## src/rtl/sync_fifo_hs.sv

```systemverilog
// Single-clock FIFO with valid/ready handshake on both sides, first-word-fall-through
// output, occupancy count, programmable almost-full/almost-empty flags and synchronous flush.
module sync_fifo_hs #(
  parameter int unsigned DATA_WIDTH = 64,
  parameter int unsigned FIFO_DEPTH = 8,
  parameter int unsigned AF_THRESH  = FIFO_DEPTH - 1,
  parameter int unsigned AE_THRESH  = 1
) (
  input  logic                                 clock,
  input  logic                                 rst,
  input  logic                                 flush,
  input  logic [DATA_WIDTH-1:0]                in_data,
  input  logic                                 in_valid,
  output logic                                 in_ready,
  output logic [DATA_WIDTH-1:0]                out_data,
  output logic                                 out_valid,
  input  logic                                 out_ready,
  output logic [$clog2(FIFO_DEPTH+1)-1:0]      count,
  output logic                                 almost_full,
  output logic                                 almost_empty
);

  localparam int unsigned PW = (FIFO_DEPTH > 1) ? $clog2(FIFO_DEPTH) : 1;
  localparam int unsigned CW = $clog2(FIFO_DEPTH + 1);

  logic [DATA_WIDTH-1:0] mem_q [FIFO_DEPTH];
  logic [PW-1:0]         wptr_q, wptr_d;
  logic [PW-1:0]         rptr_q, rptr_d;
  logic [CW-1:0]         count_q, count_d;
  logic                  push, pop;

  // Handshake status comes only from the count register, never from in_valid/out_ready.
  assign in_ready     = (count_q < CW'(FIFO_DEPTH));
  assign out_valid    = (count_q != '0);
  assign almost_full  = (count_q >= CW'(AF_THRESH));
  assign almost_empty = (count_q <= CW'(AE_THRESH));
  assign count        = count_q;
  assign out_data     = out_valid ? mem_q[rptr_q] : '0;

  assign push = in_valid & in_ready;
  assign pop  = out_valid & out_ready;

  // Next-state for pointers and occupancy; flush overrides any push/pop.
  always_comb begin
    wptr_d  = wptr_q;
    rptr_d  = rptr_q;
    count_d = count_q;
    if (flush) begin
      wptr_d  = '0;
      rptr_d  = '0;
      count_d = '0;
    end else begin
      if (push) begin
        wptr_d = (wptr_q == PW'(FIFO_DEPTH - 1)) ? '0 : wptr_q + PW'(1);
      end
      if (pop) begin
        rptr_d = (rptr_q == PW'(FIFO_DEPTH - 1)) ? '0 : rptr_q + PW'(1);
      end
      case ({push, pop})
        2'b10:   count_d = count_q + CW'(1);
        2'b01:   count_d = count_q - CW'(1);
        default: count_d = count_q;
      endcase
    end
  end

  always_ff @(posedge clock or negedge rst) begin
    if (!rst) begin
      wptr_q  <= '0;
      rptr_q  <= '0;
      count_q <= '0;
    end else begin
      wptr_q  <= wptr_d;
      rptr_q  <= rptr_d;
      count_q <= count_d;
    end
  end

  // Storage is deliberately left out of reset.
  always_ff @(posedge clock) begin
    if (push && !flush) begin
      mem_q[wptr_q] <= in_data;
    end
  end

  a_count_bound : assert property (@(posedge clock) disable iff (!rst)
    count_q <= CW'(FIFO_DEPTH));

  a_head_stable : assert property (@(posedge clock) disable iff (!rst)
    (out_valid && !out_ready && !flush) |=> $stable(out_data));

endmodule

```

## config.mk

```make
export PLATFORM = sky130hd
export DESIGN_NAME = sync_fifo_hs
export DESIGN_NICKNAME = d
export VERILOG_FILES = /design/src/rtl/sync_fifo_hs.sv
export SDC_FILE = /design/constraint.sdc
export NUM_CORES = 1
export LEC_CHECK = 0
export BUFFER_PORTS_ARGS = -buffer_cell sky130_fd_sc_hd__buf_2
export CAP_MARGIN = 20
export CORE_MARGIN = 10
export CORE_UTILIZATION = 45
export CTS_CLUSTER_SIZE = 28
export DETAILED_ROUTE_END_ITERATION = 7
export GPL_TIMING_DRIVEN = 0
export PLACE_DENSITY = 0.62
export SLEW_MARGIN = 40
export SYNTH_ARGS = -nofsm -noshare
export SYNTH_HDL_FRONTEND = slang
export SYNTH_SLANG_ARGS = --single-unit
```

## constraint.sdc

```tcl
create_clock -name clock -period 15.9 [get_ports clock]
set_clock_uncertainty 0.1 [all_clocks]
set_input_delay 2.385 -clock clock [delete_from_list [all_inputs] [get_ports clock]]
set_output_delay 2.385 -clock clock [all_outputs]
set_load 0.005 [all_outputs]
```

-- After elaboration in Yosys (flattened, before gate mapping)
Memory sizes are Yosys's and may differ from the RTL's.
Index checks and enable logic that the tools add are counted.
- add/subtract/negate cells: 4
- $lt $le $gt $ge: 3
- eq/ne operators: 4
- muxes and demuxes: 11
- bitwise operators: 2
- reduce and logical (&&, ||, !) cells: 6
- operator list (cell ; count):
    $mux W64 ; 1
    $mux W3 ; 6
    $pmux W4 S2 ; 1
    $add A3 B1 Y3 const B ; 2
    $eq A3 B3 Y1 const B ; 2
    $add A4 B1 Y4 const B ; 1
    $ge A4 B3 Y1 const B ; 1
    $le A4 B1 Y1 const B ; 1
    $lt A4 B4 Y1 const B ; 1
    $mux W4 ; 1
    $reduce_bool A2 Y1 ; 2
    $reduce_bool A4 Y1 ; 1
    $sub A4 B1 Y4 const B ; 1
    $reduce_bool A3 Y1 ; 1
    $and A1 B1 Y1 ; 2
    $eq A2 B1 Y1 const B ; 1
    $eq A2 B2 Y1 const B ; 1
    $mux W1 ; 2
    $logic_and A1 B1 Y1 ; 1
    $logic_not A1 Y1 ; 1
- register bits after elaboration: 10
- memory bits (writable): 512
- input bits: 69
- output and inout port bits: 72
- word-level logic and storage cells: 34
- memories: 1
- memory list (memory ; depth ; bits a word ; rd ports ; clocked after Yosys merged registers in ; wr ports ; RTL line ; source):
    mem_q ; 8 ; 64 ; 1 ; 0 ; 1 ; 26 ; logic [DATA_WIDTH-1:0] mem_q [FIFO_DEPTH];

-- Logic depth before layout (Yosys ltp)
Gate-level depths: netlist (run 1).
- depth after elaboration: 5
- gate-level depth with buffers: 7
- mapped depth without buffers: 7

-- Least setup slack after synthesis (run 1)
No wires, ideal clock.
- path kind: in2reg
- start point: input port in_valid
- end point: memory mem_q[0][0] (enable)
- setup time: 0.565 ns
- arrival time: 7.322 ns
- required time: 15.235 ns
- setup slack: 7.913 ns
- cell stages on the path: 4
- buffers on the path: 1
- cells stage by stage: nand2b_1 > clkbuf_1 > or3_1 > nor3_1
- word-level cells in the longest chain between the ends: 4
- ends and longest elaborated chain (element ; RTL line ; source):
    from (decl) ; 13 ; input logic in_valid,
    $and A1 B1 Y1 ; 40 ; assign push = in_valid & in_ready;
    $logic_and A1 B1 Y1 ; 81 ; if (push && !flush) begin
    $mux W1 ; 81 ;
    $mux W1 (implied by the code) ; 82 ; mem_q[wptr_q] <= in_data;
    to (decl) ; 26 ;
No other way between the ends.

-- Worst setup path in the final report (run 1)
- start point: register count_q[1] (netlist: count[1])
- end point: output port out_data[53]
- word-level cells in the longest chain between the ends: 2
- ends and longest elaborated chain (element ; RTL line ; source):
    from (decl) ; 29 ; logic [CW-1:0] count_q, count_d;
    from (signal assigned) ; 75 ; count_q <= count_d;
    $reduce_bool A4 Y1 ; 34 ; assign out_valid = (count_q != '0);
    $mux W64 ; 38 ; assign out_data = out_valid ? mem_q[rptr_q] : '0;
    to (decl) ; 15 ; output logic [DATA_WIDTH-1:0] out_data,
No other way between the ends.

==> metrics.txt, run 1 <==
# TYPE chip_impl_metric gauge
chip_impl_info{name="status",value="finished, final reports clean"} 1
chip_impl_metric{name="cts-buffers-inserted",unit=""} 51
chip_impl_info{name="tritoncts_clock_tree",value="done"} 1
chip_impl_metric{name="drt-wirelength-per-cell",unit="µm"} 24.4
chip_impl_metric{name="die-height",unit="µm"} 231
chip_impl_info{name="synth-main-ff-cell",value="sky130_fd_sc_hd__edfxtp_1"} 1
chip_impl_metric{name="timing.critical_path.fanout_max",unit=""} 10
chip_impl_info{name="timing.setup.critical_path_class",value="reg -> out"} 1
chip_impl_metric{name="synth_cells",unit=""} 902
chip_impl_metric{name="crit_arrival",unit="ps"} 3060
chip_impl_info{name="worstSetupStartpointType",value="flop"} 1
chip_impl_metric{name="via_count_of_the_first_global_routing_pass",unit=""} 10359
chip_impl_metric{name="drt.antenna.violating_nets",unit=""} 0
chip_impl_metric{name="antenna_found_initial",unit=""} 8
chip_impl_metric{name="tightest_slew",unit="ps"} 827
chip_impl_metric{name="multiInputGateArea",unit="µm²"} 4260
chip_impl_metric{name="slew-limit-headroom",unit="%"} 44.9
chip_impl_info{name="cts_root_buffer",value="sky130_fd_sc_hd__clkbuf_16"} 1
chip_impl_metric{name="clkLatencyLatePin",unit="ps"} 590
chip_impl_metric{name="grt-ovfl-total",unit=""} 0
chip_impl_info{name="synth_area_leader_cell",value="sky130_fd_sc_hd__edfxtp_1"} 1
chip_impl_metric{name="maxCapViolCount",unit=""} 0
chip_impl_metric{name="fillers",unit=""} 3394
chip_impl_metric{name="pin_count",unit=""} 141
chip_impl_metric{name="setup_violations",unit=""} 0
chip_impl_info{name="rsz0062_at_grt",value="no"} 1
chip_impl_metric{name="syn-mean-instance-area",unit="µm²"} 22.3
chip_impl_metric{name="largest_net_degree_at_the_start_of_global_routing",unit=""} 16
chip_impl_metric{name="synth_edf_count",unit=""} 512
chip_impl_metric{name="cp.required",unit="ps"} 13410
chip_impl_metric{name="drt_first_pass_iters",unit=""} 4
chip_impl_metric{name="floorplan.core_area",unit="µm²"} 44200
chip_impl_metric{name="post_route_insts_no_fill",unit=""} 1779
chip_impl_metric{name="power_per_cell_area",unit="nW/µm²"} 141
chip_impl_metric{name="fin_nets",unit=""} 1227
chip_impl_metric{name="dp_cells",unit=""} 1689
chip_impl_metric{name="yosysWarningCount",unit=""} 0
chip_impl_metric{name="antennaDiodeCount",unit=""} 0
chip_impl_metric{name="max_rail_drop_vdd",unit="µV"} 76.8
chip_impl_metric{name="cts_sinks",unit=""} 522
chip_impl_info{name="yosys.cell_count.top_type",value="sky130_fd_sc_hd__edfxtp_1"} 1
chip_impl_metric{name="synth_area",unit="µm²"} 20100
chip_impl_metric{name="synth-seq-area-share",unit="%"} 77.7
chip_impl_metric{name="postCtsSetupRepairBufs",unit=""} 0
chip_impl_metric{name="seq_area",unit="µm²"} 15600
chip_impl_metric{name="timing_hold_violations_final",unit=""} 0
chip_impl_info{name="min_path_type",value="reg -> reg"} 1
chip_impl_info{name="dominant_cells_by_area_after_synthesis",value="sky130_fd_sc_hd__edfxtp_1, sky130_fd_sc_hd__mux4_2, sky130_fd_sc_hd__mux2i_1"} 1
chip_impl_metric{name="avgViaCountPerCell",unit=""} 5.42
chip_impl_info{name="crit_path_end_kind",value="output port"} 1
chip_impl_metric{name="setup-tns-final",unit="ps"} 0
chip_impl_metric{name="h-tree-depth",unit=""} 2
chip_impl_metric{name="postSynthNetCount",unit=""} 979
chip_impl_metric{name="std_cell_rows",unit=""} 77
chip_impl_metric{name="grt_pass1_wl",unit="µm"} 66000
chip_impl_metric{name="globalRouteTotalUtil",unit="%"} 16.4
chip_impl_metric{name="synth.ff_latch_count",unit=""} 522
chip_impl_metric{name="power.static_leakage",unit="µW"} 0.00782
chip_impl_metric{name="ctsLongestPathBuffers",unit=""} 3
chip_impl_metric{name="drc_errors",unit=""} 0
chip_impl_metric{name="postCtsResizedCells",unit=""} 0
chip_impl_metric{name="dp.final_hpwl",unit="µm"} 29200
chip_impl_metric{name="routed-via-count",unit=""} 9644
chip_impl_metric{name="hold_buffer_count_at_cts",unit=""} 0
chip_impl_metric{name="layout_min_cycle_time",unit="ps"} 5550
chip_impl_metric{name="number_of_pins_exceeding_their_max_slew_limit_in_the_final_report",unit=""} 0
chip_impl_metric{name="fp.dieW",unit="µm"} 231
chip_impl_metric{name="synthDistinctLibCells",unit=""} 31
chip_impl_info{name="synth.top_cells.by_count",value="sky130_fd_sc_hd__edfxtp_1, sky130_fd_sc_hd__mux4_2, sky130_fd_sc_hd__nor2_1"} 1
chip_impl_metric{name="syn2layout_area_growth",unit="%"} 19.0
chip_impl_metric{name="timing.fmax",unit="MHz"} 180
chip_impl_metric{name="initial_core_util",unit="%"} 45.5
chip_impl_metric{name="asyncSetResetFlopFracSynth",unit="%"} 1.92
chip_impl_metric{name="die_area",unit="µm²"} 53600
chip_impl_metric{name="gpl.final_weighted_congestion",unit=""} 0.729
chip_impl_metric{name="detail_route.wirelength",unit="µm"} 43300
chip_impl_metric{name="post-route-period-util",unit="%"} 34.9
chip_impl_metric{name="drive_gt1_share",unit="%"} 36.1
chip_impl_metric{name="port_buffers",unit=""} 140
chip_impl_metric{name="synth_largest_type_area_fraction",unit="%"} 76.4
chip_impl_metric{name="clk_transition_reported_paths",unit="ps"} 60
chip_impl_metric{name="detailedRoute.firstIterationViolations",unit=""} 771
[report_power, final]
group          internal [µW]  switching [µW]
clock network            637             486
logic                    316             370
registers               1540            13.2
total                   2500             869
[placed cells by master (no fill, tap or decap), types with 6 or more instances in the layout]
cell	count
sky130_fd_sc_hd__a21oi_1	6
sky130_fd_sc_hd__buf_1	10
sky130_fd_sc_hd__buf_16	13
sky130_fd_sc_hd__buf_2	162
sky130_fd_sc_hd__buf_4	13
sky130_fd_sc_hd__buf_6	13
sky130_fd_sc_hd__buf_8	17
sky130_fd_sc_hd__clkbuf_1	20
sky130_fd_sc_hd__clkbuf_16	53
sky130_fd_sc_hd__clkinv_1	11
sky130_fd_sc_hd__clkinv_2	14
sky130_fd_sc_hd__dfrtp_1	10
sky130_fd_sc_hd__edfxtp_1	512
sky130_fd_sc_hd__ha_1	8
sky130_fd_sc_hd__mux2i_1	64
sky130_fd_sc_hd__mux4_2	128
sky130_fd_sc_hd__nand2_1	14
sky130_fd_sc_hd__nor2_1	71
sky130_fd_sc_hd__nor2_4	6
[area by class of cell]
cell class | instances | area share, %
plain buffers | 46 | 1.14
repair buffers | 195 | 6.20
well taps | 592 | 3.09
inverters | 5 | 0.0784
clock buffers | 62 | 5.68
flip-flops and latches | 522 | 65.3
clock inverters | 28 | 0.752
multi-input cells | 329 | 17.8
[final timing paths]
kind	startpoint	end	slack, ps	cells after the start
worst max-delay path	count[1]$_DFFE_PN0P_	out_data[53]	10350	7
worst min-delay path	wptr_q[0]$_DFFE_PN0P_	wptr_q[0]$_DFFE_PN0P_	540	2
worst max register to register	count[3]$_DFFE_PN0P_	mem_q[0][39]$_DFFE_PP_	12850	8
worst min register to register	wptr_q[0]$_DFFE_PN0P_	wptr_q[0]$_DFFE_PN0P_	540	2
max in group asynchronous	rst	count[1]$_DFFE_PN0P_	13920	1
min in group asynchronous	rst	count[0]$_DFFE_PN0P_	1550	1
[state kept, by name, summed over array words and instances (netlist names)]
signal  flops
count       4
rptr_q      3
mem_q     512
wptr_q      3
[cells by family (layout without fill, tap and decap cells)]
| family | after synthesis | after routing | share of synthesized area (%) |
|---|---|---|---|
| multiplexers | 194 | 194 | 17.6 |
| buffers and inverters | 51 | 336 | 1.43 |
| AO/OA/AOI/OAI | 16 | 16 | 0.466 |
| AND/OR/NAND/NOR | 111 | 111 | 2.33 |
| flip-flops | 522 | 522 | 77.7 |
| adder cells (fa/ha/maj) | 8 | 8 | 0.498 |
[stage by stage]
stage / setup slack, ps / instance area (µm²) / hold slack (ps) / power [µW] / util (%)
2_1_floorplan: 7910 / 20100 / 451 / 2010 / -
3_3_place_gp: 3020 / 21600 / 476 / 2280 / 48.8
3_5_place_dp: 10880 / 22400 / 494 / 2290 / 50.7
4_1_cts: 10300 / 23900 / 535 / 3420 / 54.1
5_1_grt: 10180 / 23900 / 580 / 3520 / 54.1
6_report: 10350 / 23900 / 541 / 3370 / 54.1
[critical path, cell delays in order, from the launching register on]
cell and delay, ps:
sky130_fd_sc_hd__dfrtp_1 480, sky130_fd_sc_hd__inv_1 140, sky130_fd_sc_hd__ha_1 160, sky130_fd_sc_hd__nor3b_2 290, sky130_fd_sc_hd__clkbuf_2 430, sky130_fd_sc_hd__clkbuf_1 590, sky130_fd_sc_hd__nor2_1 200, sky130_fd_sc_hd__buf_2 180
[layer usage]
layer | GRT usage (%) | routed length [µm] | vias up
li1 | - | - | 4238
met2 | 26.9 | 21500 | 239
met4 | 4.73 | 808 | 16
met1 | 21.5 | 18600 | 5084
met5 | 0 | 86 | -
met3 | 3.69 | 2370 | 67
Note: power is estimated with default switching activity, not from simulation.
==> run 2: changes to the inputs <==
clock period = 5.6 ns   (was 15.9 ns; I/O delays follow)
==> run 2 against run 1 <==
Die area stayed put. Critical endpoint is now out_data[7]. Hold slack worse by 120 ps. Largest cell class unchanged. Sequential power grew to 2.8 times the previous value. Largest power group unchanged. Sequential cell count stayed put.
==> metrics.txt, run 2 (synthesis gave the netlist of run 1 again) <==
# TYPE chip_impl_metric gauge
chip_impl_metric{name="cts-buffers-inserted",unit=""} 54
chip_impl_info{name="rsz0062_at_grt",value="no"} 1
chip_impl_metric{name="drt-wirelength-per-cell",unit="µm"} 24.4
chip_impl_metric{name="cp.required",unit="ps"} 4660
chip_impl_metric{name="layout_min_cycle_time",unit="ps"} 4090
chip_impl_metric{name="maxCapViolCount",unit=""} 0
chip_impl_metric{name="setup-tns-final",unit="ps"} 0
chip_impl_metric{name="avgViaCountPerCell",unit=""} 5.43
chip_impl_metric{name="setup_violations",unit=""} 0
chip_impl_metric{name="drive_gt1_share",unit="%"} 35.7
chip_impl_metric{name="dpl-instance-area",unit="µm²"} 22400
chip_impl_info{name="largest_register",value="mem_q"} 1
chip_impl_metric{name="pin_count",unit=""} 141
chip_impl_info{name="crit_slowest_cell",value="sky130_fd_sc_hd__clkbuf_1"} 1
chip_impl_info{name="crit_path_end_kind",value="output port"} 1
chip_impl_metric{name="max_rail_drop_vdd",unit="µV"} 260
chip_impl_metric{name="post-route-period-util",unit="%"} 73.0
chip_impl_metric{name="cts_sinks",unit=""} 522
chip_impl_metric{name="timing.critical_path.fanout_max",unit=""} 10
chip_impl_metric{name="timing.hold.worst_path_depth",unit=""} 1
chip_impl_info{name="reg2reg_from",value="count[3]$_DFFE_PN0P_"} 1
chip_impl_info{name="timing.setup.critical_path_class",value="reg -> out"} 1
chip_impl_metric{name="worstRegToRegCells",unit=""} 9
chip_impl_metric{name="dp.final_hpwl",unit="µm"} 29200
chip_impl_metric{name="port_buffers",unit=""} 140
chip_impl_metric{name="drc_errors",unit=""} 0
chip_impl_metric{name="floorplan.core_area",unit="µm²"} 44200
chip_impl_metric{name="grt_pass1_wl",unit="µm"} 65900
chip_impl_metric{name="fillers",unit=""} 3404
chip_impl_metric{name="drt_first_pass_iters",unit=""} 5
chip_impl_info{name="crit_family",value="buffers and inverters"} 1
chip_impl_metric{name="tightest_slew",unit="ps"} 793
chip_impl_metric{name="die_area",unit="µm²"} 53600
chip_impl_metric{name="antenna_found_initial",unit=""} 11
chip_impl_metric{name="slew-limit-headroom",unit="%"} 47.1
chip_impl_metric{name="detail_route.wirelength",unit="µm"} 43500
chip_impl_metric{name="via_count_of_the_first_global_routing_pass",unit=""} 10299
chip_impl_metric{name="globalRouteTotalUtil",unit="%"} 16.4
chip_impl_metric{name="largest_net_degree_at_the_start_of_global_routing",unit=""} 16
chip_impl_metric{name="fp.dieW",unit="µm"} 231
chip_impl_metric{name="crit_path_buf_inv_count",unit=""} 4
chip_impl_metric{name="h-tree-depth",unit=""} 2
chip_impl_metric{name="ff2ff_setup_slack",unit="ps"} 2450
chip_impl_metric{name="timing.fmax",unit="MHz"} 245
chip_impl_metric{name="seq_area",unit="µm²"} 15600
chip_impl_metric{name="initial_core_util",unit="%"} 45.5
chip_impl_info{name="cts_root_buffer",value="sky130_fd_sc_hd__clkbuf_16"} 1
chip_impl_metric{name="power.static_leakage",unit="µW"} 0.00783
chip_impl_metric{name="detailedRoute.firstIterationViolations",unit=""} 775
chip_impl_metric{name="grt-ovfl-total",unit=""} 0
chip_impl_metric{name="crit_arrival",unit="ps"} 3150
chip_impl_metric{name="post_route_insts_no_fill",unit=""} 1783
chip_impl_metric{name="dp_cells",unit=""} 1682
chip_impl_info{name="final_common_cell",value="sky130_fd_sc_hd__edfxtp_1"} 1
chip_impl_metric{name="die-height",unit="µm"} 231
chip_impl_info{name="tritoncts_clock_tree",value="done"} 1
chip_impl_metric{name="ctsLongestPathBuffers",unit=""} 3
chip_impl_info{name="final_cell_mix",value="sky130_fd_sc_hd__edfxtp_1, sky130_fd_sc_hd__buf_2, sky130_fd_sc_hd__mux4_2"} 1
chip_impl_metric{name="gpl.final_weighted_congestion",unit=""} 0.762
chip_impl_info{name="hold_path.startpoint",value="in_data[61]"} 1
chip_impl_metric{name="flip_flop_count_of_the_largest_register_after_layout",unit=""} 512
chip_impl_info{name="timing.critical_path.cells",value="inv_1, ha_1, nor3b_2, clkbuf_2, clkbuf_1, nor2_1, buf_2"} 1
chip_impl_metric{name="postCtsResizedCells",unit=""} 0
chip_impl_metric{name="number_of_pins_exceeding_their_max_slew_limit_in_the_final_report",unit=""} 0
chip_impl_metric{name="syn2layout_area_growth",unit="%"} 19.7
chip_impl_metric{name="power_per_cell_area",unit="nW/µm²"} 404
chip_impl_metric{name="clk_transition_reported_paths",unit="ps"} 60
chip_impl_metric{name="routed-via-count",unit=""} 9690
chip_impl_metric{name="drt.antenna.violating_nets",unit=""} 0
chip_impl_metric{name="std_cell_rows",unit=""} 77
chip_impl_metric{name="critical-path-max-stage-delay",unit="ps"} 560
chip_impl_info{name="min_path_type",value="in -> reg"} 1
chip_impl_info{name="r2r_end",value="mem_q[6][42]$_DFFE_PP_"} 1
chip_impl_info{name="worstSetupStartpointType",value="flop"} 1
chip_impl_info{name="min_to",value="mem_q[0][61]$_DFFE_PP_"} 1
chip_impl_info{name="status",value="finished, final reports clean"} 1
chip_impl_metric{name="fin_nets",unit=""} 1224
chip_impl_metric{name="timing_hold_violations_final",unit=""} 0
chip_impl_metric{name="clkLatencyLatePin",unit="ps"} 580
chip_impl_metric{name="multiInputGateArea",unit="µm²"} 4280
chip_impl_metric{name="layout.cell_area.non_filler",unit="µm²"} 24100
[run 2: changes by cell type in the layout (fill, tap and decap cells not counted), moves of 2 or more]
cell and change:
sky130_fd_sc_hd__clkbuf_16 +4, sky130_fd_sc_hd__buf_6 +9, sky130_fd_sc_hd__clkinv_2 -4, sky130_fd_sc_hd__buf_2 -10, sky130_fd_sc_hd__buf_4 -9, sky130_fd_sc_hd__clkbuf_1 +6
sky130_fd_sc_hd__nor3_2 -2, sky130_fd_sc_hd__buf_16 -2, sky130_fd_sc_hd__nor3_4 +2, sky130_fd_sc_hd__diode_2 +3, sky130_fd_sc_hd__buf_8 +5
[run 2: per-stage QoR]
stage          hold slack, ps  setup slack, ps  utilization (%)  total power (µW)
2_1_floorplan             444              875                -              5690
3_3_place_gp              485            -2370             48.8              6490
3_5_place_dp              489             2060             50.7              6530
4_1_cts                   388             1420             54.5              9890
5_1_grt                   408             1340             54.5             10200
6_report                  419             1510             54.5              9730
[run 2: power breakdown]
part | switching, µW | internal, µW
sequential | 38.0 | 4380
combinational | 1050 | 900
clock | 1410 | 1940
total | 2510 | 7230
[run 2: worst max-delay path by stage]
stage / cells past startpoint / from / end / slack [ps]
after CTS: 7 / count[1]$_DFFE_PN0P_ / out_data[3] / 1420
after floorplan: 4 / in_valid / mem_q[4][0]$_DFFE_PP_ / 880
after detailed placement: 7 / count[1]$_DFFE_PN0P_ / out_data[3] / 2060
final: 7 / count[1]$_DFFE_PN0P_ / out_data[7] / 1510
after global placement: 5 / in_valid / mem_q[2][27]$_DFFE_PP_ / -2370
after global routing: 7 / count[1]$_DFFE_PN0P_ / out_data[7] / 1340
[run 2: repair_timing]
action | CTS | global route
hold buffers | 1 | 0
hold endpoints to repair | 10 | 0
buffers inserted | 0 | 0
[run 2: final cells by class]
type,count,area share (%)
flip-flops and latches,522,64.9
repair buffers,189,6.22
plain buffers,46,1.13
diodes,3,0.0312
clock inverters,25,0.717
inverters,5,0.0779
clock buffers,72,6.15
well taps,592,3.07
multi-input cells,329,17.7
[run 2: layer usage]
layer / global-route usage, % / part of all wire [%] / up-vias
li1: - / - / 4246
met1: 21.6 / 42 / 5111
met2: 26.8 / 50 / 225
met3: 3.52 / 5.3 / 94
met4: 5.18 / 2.4 / 14
met5: 0 / 0.21 / -
